--- src/rtl/uart_rx_buffer.sv ---
// uart_rx_buffer
// Receive-side byte FIFO between the UART receiver and the monitor command
// state machine. Each rising edge of the receiver's done level is one
// transaction: bytes flagged bad are counted and discarded, good bytes are
// queued and offered to the consumer first-word-fall-through. The fill level
// drives an active-low clear-to-send line so the sender is throttled before
// the queue runs out of room.

module uart_rx_buffer #(
  parameter int DATA_BITS     = 8,
  parameter int DEPTH         = 16,
  parameter int CTS_THRESHOLD = 12
) (
  input  logic                     clk,
  input  logic                     reset,
  input  logic [DATA_BITS-1:0]     in_data,
  input  logic                     in_done,
  input  logic                     in_error,
  output logic [DATA_BITS-1:0]     out_data,
  output logic                     out_valid,
  input  logic                     out_ready,
  output logic                     cts_n,
  output logic [$clog2(DEPTH):0]   count,
  output logic                     overflow,
  output logic [7:0]               err_count,
  input  logic                     clear_flags
);

  localparam int AW = $clog2(DEPTH);
  localparam int CW = AW + 1;

  // Constants in the widths they are compared against.
  localparam logic [CW-1:0] DEPTH_C = CW'(DEPTH);
  localparam logic [CW-1:0] CTS_C   = CW'(CTS_THRESHOLD);
  localparam logic [CW-1:0] ONE_C   = CW'(1);
  localparam logic [AW-1:0] PTR_ONE = AW'(1);

  // Storage and bookkeeping state.
  logic [DATA_BITS-1:0] mem [DEPTH];
  logic [AW-1:0]        wr_ptr;
  logic [AW-1:0]        rd_ptr;
  logic                 done_d;

  // Per-cycle decoded events.
  logic                 ev;
  logic                 good_ev;
  logic                 err_ev;
  logic                 full;
  logic                 pop;
  logic                 push;
  logic                 drop;
  logic [CW-1:0]        count_next;

  // Decode the capture event and the push/pop/drop decisions for this edge.
  always_comb begin
    ev      = in_done & ~done_d;
    good_ev = ev & ~in_error;
    err_ev  = ev & in_error;
    full    = (count == DEPTH_C);
    pop     = out_valid & out_ready;
    // A pop on a full queue frees the slot the incoming byte needs.
    push    = good_ev & (~full | pop);
    drop    = good_ev & full & ~pop;
  end

  // Post-update fill level, used by both the counter and clear-to-send.
  always_comb begin
    count_next = count;
    case ({push, pop})
      2'b10:   count_next = count + ONE_C;
      2'b01:   count_next = count - ONE_C;
      default: count_next = count;
    endcase
  end

  // Remember the previous done level; starts high so a level already up at
  // reset release is not mistaken for a new transaction.
  always_ff @(posedge clk) begin
    if (reset) begin
      done_d <= 1'b1;
    end else begin
      done_d <= in_done;
    end
  end

  // Queue pointers and fill count; reset flushes everything in flight.
  always_ff @(posedge clk) begin
    if (reset) begin
      wr_ptr <= '0;
      rd_ptr <= '0;
      count  <= '0;
    end else begin
      if (push) begin
        wr_ptr <= wr_ptr + PTR_ONE;
      end
      if (pop) begin
        rd_ptr <= rd_ptr + PTR_ONE;
      end
      count <= count_next;
    end
  end

  // Byte storage; contents need no reset because count governs validity.
  always_ff @(posedge clk) begin
    if (!reset && push) begin
      mem[wr_ptr] <= in_data;
    end
  end

  // Clear-to-send follows the fill level after this edge's update.
  always_ff @(posedge clk) begin
    if (reset) begin
      cts_n <= 1'b1;
    end else begin
      cts_n <= (count_next >= CTS_C);
    end
  end

  // Sticky overflow flag; a drop in the same cycle as a clear wins.
  always_ff @(posedge clk) begin
    if (reset) begin
      overflow <= 1'b0;
    end else if (drop) begin
      overflow <= 1'b1;
    end else if (clear_flags) begin
      overflow <= 1'b0;
    end
  end

  // Saturating bad-byte counter; an error in the same cycle as a clear
  // leaves the counter at one.
  always_ff @(posedge clk) begin
    if (reset) begin
      err_count <= 8'd0;
    end else if (err_ev) begin
      if (clear_flags) begin
        err_count <= 8'd1;
      end else if (err_count != 8'hFF) begin
        err_count <= err_count + 8'd1;
      end
    end else if (clear_flags) begin
      err_count <= 8'd0;
    end
  end

  assign out_valid = (count != '0);
  assign out_data  = mem[rd_ptr];

endmodule

--- config.mk ---
export PLATFORM = sky130hd
export DESIGN_NAME = uart_rx_buffer
export DESIGN_NICKNAME = d
export VERILOG_FILES = /design/src/rtl/uart_rx_buffer.sv
export SDC_FILE = /design/constraint.sdc
export NUM_CORES = 1
export LEC_CHECK = 0
export ABC_CLOCK_PERIOD_IN_PS = 3750
export CAP_MARGIN = 20
export CORE_MARGIN = 5
export CORE_UTILIZATION = 52
export CTS_BUF_LIST = sky130_fd_sc_hd__clkbuf_8
export DETAILED_ROUTE_END_ITERATION = 6
export DONT_BUFFER_PORTS = 1
export GPL_TIMING_DRIVEN = 0
export PLACE_DENSITY = 0.67
export SYNTH_ARGS = -nofsm -noshare
export SYNTH_HDL_FRONTEND = slang
export SYNTH_SLANG_ARGS = --single-unit
--- constraint.sdc ---
create_clock -name clk -period 3.75 [get_ports clk]
set_input_delay 0.75 -clock clk [delete_from_list [all_inputs] [get_ports clk]]
set_output_delay 0.75 -clock clk [all_outputs]
set_load 0.01 [all_outputs]
# Word level (Yosys, flattened, before mapping)
# Memories as Yosys holds them, arrays and structs flattened. A register that Yosys moved wholly into a read port is not among the register bits.
# Cells that the tools add are included.
# classes
addsub	5
order_cmp	1
n_eq_ne	4
n_mux	11
n_bitwise	12
n_reduce_logical	7
# ops
cell	count
$mux 8	4
$pmux 5 s2	1
$add 4x1->4 const B	2
$add 8x1->8 const B	1
$mux 4	2
$ne 8x8->1 const B	1
$and 1x1->1	7
$reduce_bool 2->1	3
$add 5x1->5 const B	1
$eq 5x5->1 const B	1
$ge 5x4->1 const B	1
$reduce_bool 5->1	1
$sub 5x1->5 const B	1
$mux 1	4
$not 1->1	4
$eq 2x1->1 const B	1
$eq 2x2->1 const B	1
$reduce_and 2->1	1
$logic_and 1x1->1	1
$logic_not 1->1	1
$or 1x1->1	1
# word_totals
regBits	24
ram_bits	128
wordCells	48
memories	1
# memory_table
name	words	word_bits	rd	rd_clocked_by_memory_dff	write_ports	line_no	rtl
mem	16	8	1	1	1	39	logic [DATA_BITS-1:0] mem [DEPTH];

# Logic depth before layout (Yosys ltp)
# logic_depth
word_depth	7
depth_mapped	9
mapped_depth_nobuf	8

# Worst setup path after synthesis
# No wires, ideal clock.
# synth_path
path_kind	input to register
start	in in_error
end	mem mem[0][0], enable pin
arrival_ns	2.528
t_required_ns	3.367
slack_ns	0.839
path_stages	5
path_buffers	0
path_cell_list	or3b_2 a31oi_1 and2_1 nand2_1 nor3_1
# synth_between
elab_chain_cells	6
# synth_lines
element	line_no	rtl
start: declaration	18	input logic in_error,
$not 1->1	57	good_ev = ev & ~in_error;
$and 1x1->1	57	
$and 1x1->1	62	push = good_ev & (~full | pop);
$logic_and 1x1->1	105	if (!reset && push) begin
$mux 1	105	
$mux 1 (not written as such)	106	mem[wr_ptr] <= in_data;
end: declaration	39	
# Every way passes these cells.

==> flow_metrics.env <==
export IMPL_outcome="finished clean"
export IMPL_synth_distinct_cells=45
export IMPL_finalHoldViolCount=0
export IMPL_min_delay_start="in_data[1]"
export IMPL_p_leak_nw=2.14
export IMPL_tritoncts="yes"
export IMPL_rows=39
export IMPL_postCtsHoldBufs=0
export IMPL_clock_sinks=156
export IMPL_worstSetupPathType="flop to primary output"
export IMPL_grt_pass1_vias=3071
export IMPL_coreArea_sq_mm=0.0115
export IMPL_cts_inserted_buffers=17
export IMPL_io_buffers=0
export IMPL_seqCellArea_sq_mm=0.00440
export IMPL_ys_seq_area_share_pct=71.3
export IMPL_synth_edf_count=128
export IMPL_drv_slew=0
export IMPL_synth_top_area_share_pct=62.2
export IMPL_nFillCells=873
export IMPL_slew_headroom_pct=37.9
export IMPL_gp_congestion=0.734
export IMPL_ioPinCount=38
export IMPL_cts_root_buf="clkbuf_8"
export IMPL_gr_usage_all_layers_pct=17.6
export IMPL_start_kind="flop"
export IMPL_multi_input_area_sq_mm=0.00169
export IMPL_pwr_share_seq_pct=48.5
export IMPL_grt_max_degree=17
export IMPL_post_cts_buffers=0
export IMPL_finClkSkew_ns=0.0104
export IMPL_clockBufferDepth=2
export IMPL_drc=0
export IMPL_combPwrFrac_pct=18.7
export IMPL_final_instance_count_excl_fill=516
export IMPL_whs_endpoint="mem[10][1]"
export IMPL_area_delta_synth_final_pct=10.2
export IMPL_worst_slew_pin_slew_ns=0.928
export IMPL_avgViaCountPerCell=5.86
export IMPL_syn_area_per_cell_sq_um=18.3
export IMPL_syn_num_nets=358
export IMPL_cts_resized_gates=0
export IMPL_antennaDiodeCount=0
export IMPL_setup_tns_ns=0
export IMPL_clock_power_share_pct=32.7
export IMPL_dp_cells=484
export IMPL_reg2reg_from="done_d"
export IMPL_clk_latency_ns=0.43
export IMPL_drive_gt1_share_pct=23.9
export IMPL_fin_nets=381
export IMPL_end_kind="primary output"
export IMPL_synth_top_area_cell="edfxtp_1"
export IMPL_fin_util_pct=59.1
export IMPL_initial_core_util_pct=53.7
export IMPL_min_period_ns=3.32
export IMPL_power_density_mw_per_mm2=599
export IMPL_holdPathStages=0
export IMPL_drtPass1Iterations=4
export IMPL_swShare_pct=25.8
export IMPL_cp_required_ns=3.00
export IMPL_antenna_found_initial=0
export IMPL_hold_ws_ns=0.406
export IMPL_p_sw_w=0.00105
export IMPL_stdcell_area_sq_mm=0.00681
export IMPL_grt_ovfl_total=0
export IMPL_finalCritPeriodShare_pct=88.4
export IMPL_vdd_drop_max_v=0.000374
export IMPL_maxCapViolCount=0
export IMPL_min_path_type="primary input to flop"
export IMPL_grt_pass1_wl_um=18300
export IMPL_r2r_cells=6
export IMPL_synth_seq_cells=156
export IMPL_synth_area_top_cells="edfxtp_1 (62%), mux4_2 (15%), dfxtp_1 (9.1%), nor2_1 (2.0%), ha_1 (1.4%)"
export IMPL_r2r_slack_ns=0.80
export IMPL_drt_initial_drc_count=217
export IMPL_synth_cells=337
export IMPL_dp_hpwl_um=8070
export IMPL_post_drt_wl_per_cell_um=23.1
export IMPL_fp_dieH_um=119
export IMPL_ctsHtreeMaxLevel=4
export IMPL_ant_nets=0
export IMPL_async_reset_ff_share_pct=0
export IMPL_syn_area_sq_mm=0.00618
export IMPL_r2r_end="mem[0][1]"
export IMPL_totalWireLength_um=11900
export IMPL_die_area_sq_mm=0.0142
export IMPL_max_freq_mhz=301
export IMPL_worstPathMaxFanout=10
export IMPL_crit_arrival_ns=2.57
export IMPL_p_int_w=0.00303
export IMPL_die_w_um=119
export IMPL_rsz0062_at_grt="no"
export IMPL_ys_warnings_count=0
export IMPL_synth_top_flop_cell="edfxtp_1"
export IMPL_dr_total_vias=3026
export IMPL_cts_clk_slew_worst_paths_ns=0.09
export IMPL_setup_viol_count_final=0
export IMPL_place_area_sq_mm=0.00638
## cell families after synthesis
| kind of cell | count (synthesis) | share of synthesized area (%) |
|---|---|---|
| compound gates | 17 | 2.37 |
| xor+xnor | 15 | 2.13 |
| fa+ha+maj | 7 | 1.42 |
| buf+inv | 20 | 1.40 |
| flops | 156 | 71.3 |
| mux | 43 | 15.1 |
| simple gates | 79 | 6.26 |
## power by group through the flow
stage | clock network (W) | logic [W] | registers, W
global placement | 0 | 0.000758 | 0.00202
detailed placement | 0 | 0.000776 | 0.00202
CTS | 0.00136 | 0.000778 | 0.00198
floorplan | 0 | 0.000626 | 0.00201
global route | 0.00143 | 0.000828 | 0.00199
finish | 0.00133 | 0.000765 | 0.00198
## worst max path at each step
stage               slack [ns]          end     start  depth (start not counted)
floorplan                 0.84    mem[0][0]  in_error                          5
global placement          0.16    mem[1][4]  in_error                          5
detailed placement        0.43    mem[0][2]  in_error                          6
CTS                       0.36  out_data[2]      flop                          4
global route              0.27  out_data[6]      flop                          4
finish                    0.43  out_data[2]      flop                          4
## registers in the layout, indices dropped and copies added, names as in the netlist, named ones only
name	cells
cts_n	1
overflow	1
mem	128
rd_ptr	4
done_d	1
wr_ptr	4
err_count	8
count	5
## Yosys cell counts (all sizes together), types with 5 or more instances
cell type,number
a21oi,5
buf,7
clkbuf,8
dfxtp,28
edfxtp,128
ha,7
inv,5
mux4,40
nand2,13
nand3,6
nor2,33
nor3,5
xnor2,6
xor2,9
## worst max-delay path: stages, from the launching register on
cell and delay [ns]:
dfxtp_1 0.32, clkbuf_1 0.25, buf_2 0.41, mux4_2 0.62, mux4_2 0.54
## layout by cell type (no fill, tap or decap), drive strengths merged, types with 2 or more instances in the layout
master,synthesis,final
a21oi,5,5
a41oi,2,2
and3,2,2
and4,2,2
buf,7,11
bufinv,0,4
clkbuf,8,25
clkinv,0,8
dfxtp,28,28
edfxtp,128,128
ha,7,7
inv,5,7
mux2i,2,2
mux4,40,40
nand2,13,13
nand2b,3,3
nand3,6,6
nand4,3,3
nor2,33,33
nor3,5,5
o211ai,2,2
o21ai,2,2
or2,2,2
or4,2,2
xnor2,6,6
xor2,9,9
## metrics by stage
step | total power (W) | setup slack [ns]
6_report | 0.00408 | 0.433
5_1_grt | 0.00425 | 0.275
4_1_cts | 0.00412 | 0.359
3_5_place_dp | 0.00280 | 0.427
3_3_place_gp | 0.00278 | 0.156
2_1_floorplan | 0.00263 | 0.839
## layout make-up
cell class / instances / area share [%]
inverters: 5 / 0.276
repair buffers: 4 / 0.331
plain buffers: 15 / 0.992
flip-flops and latches: 156 / 64.7
clock buffers: 17 / 3.44
clock inverters: 15 / 2.88
multi-input cells: 161 / 24.8
well taps: 143 / 2.63
## routing by layer
| metal | track usage, % | vias to the layer above | share of wire [%] |
|---|---|---|---|
| met5 | 0 | - | 0 |
| met3 | 5.02 | 9 | 6.2 |
| li1 | - | 1384 | - |
| met1 | 24.2 | 1557 | 42 |
| met4 | 4.49 | 0 | 0.76 |
| met2 | 28.2 | 76 | 51 |
(Power assumes the default switching activity.)
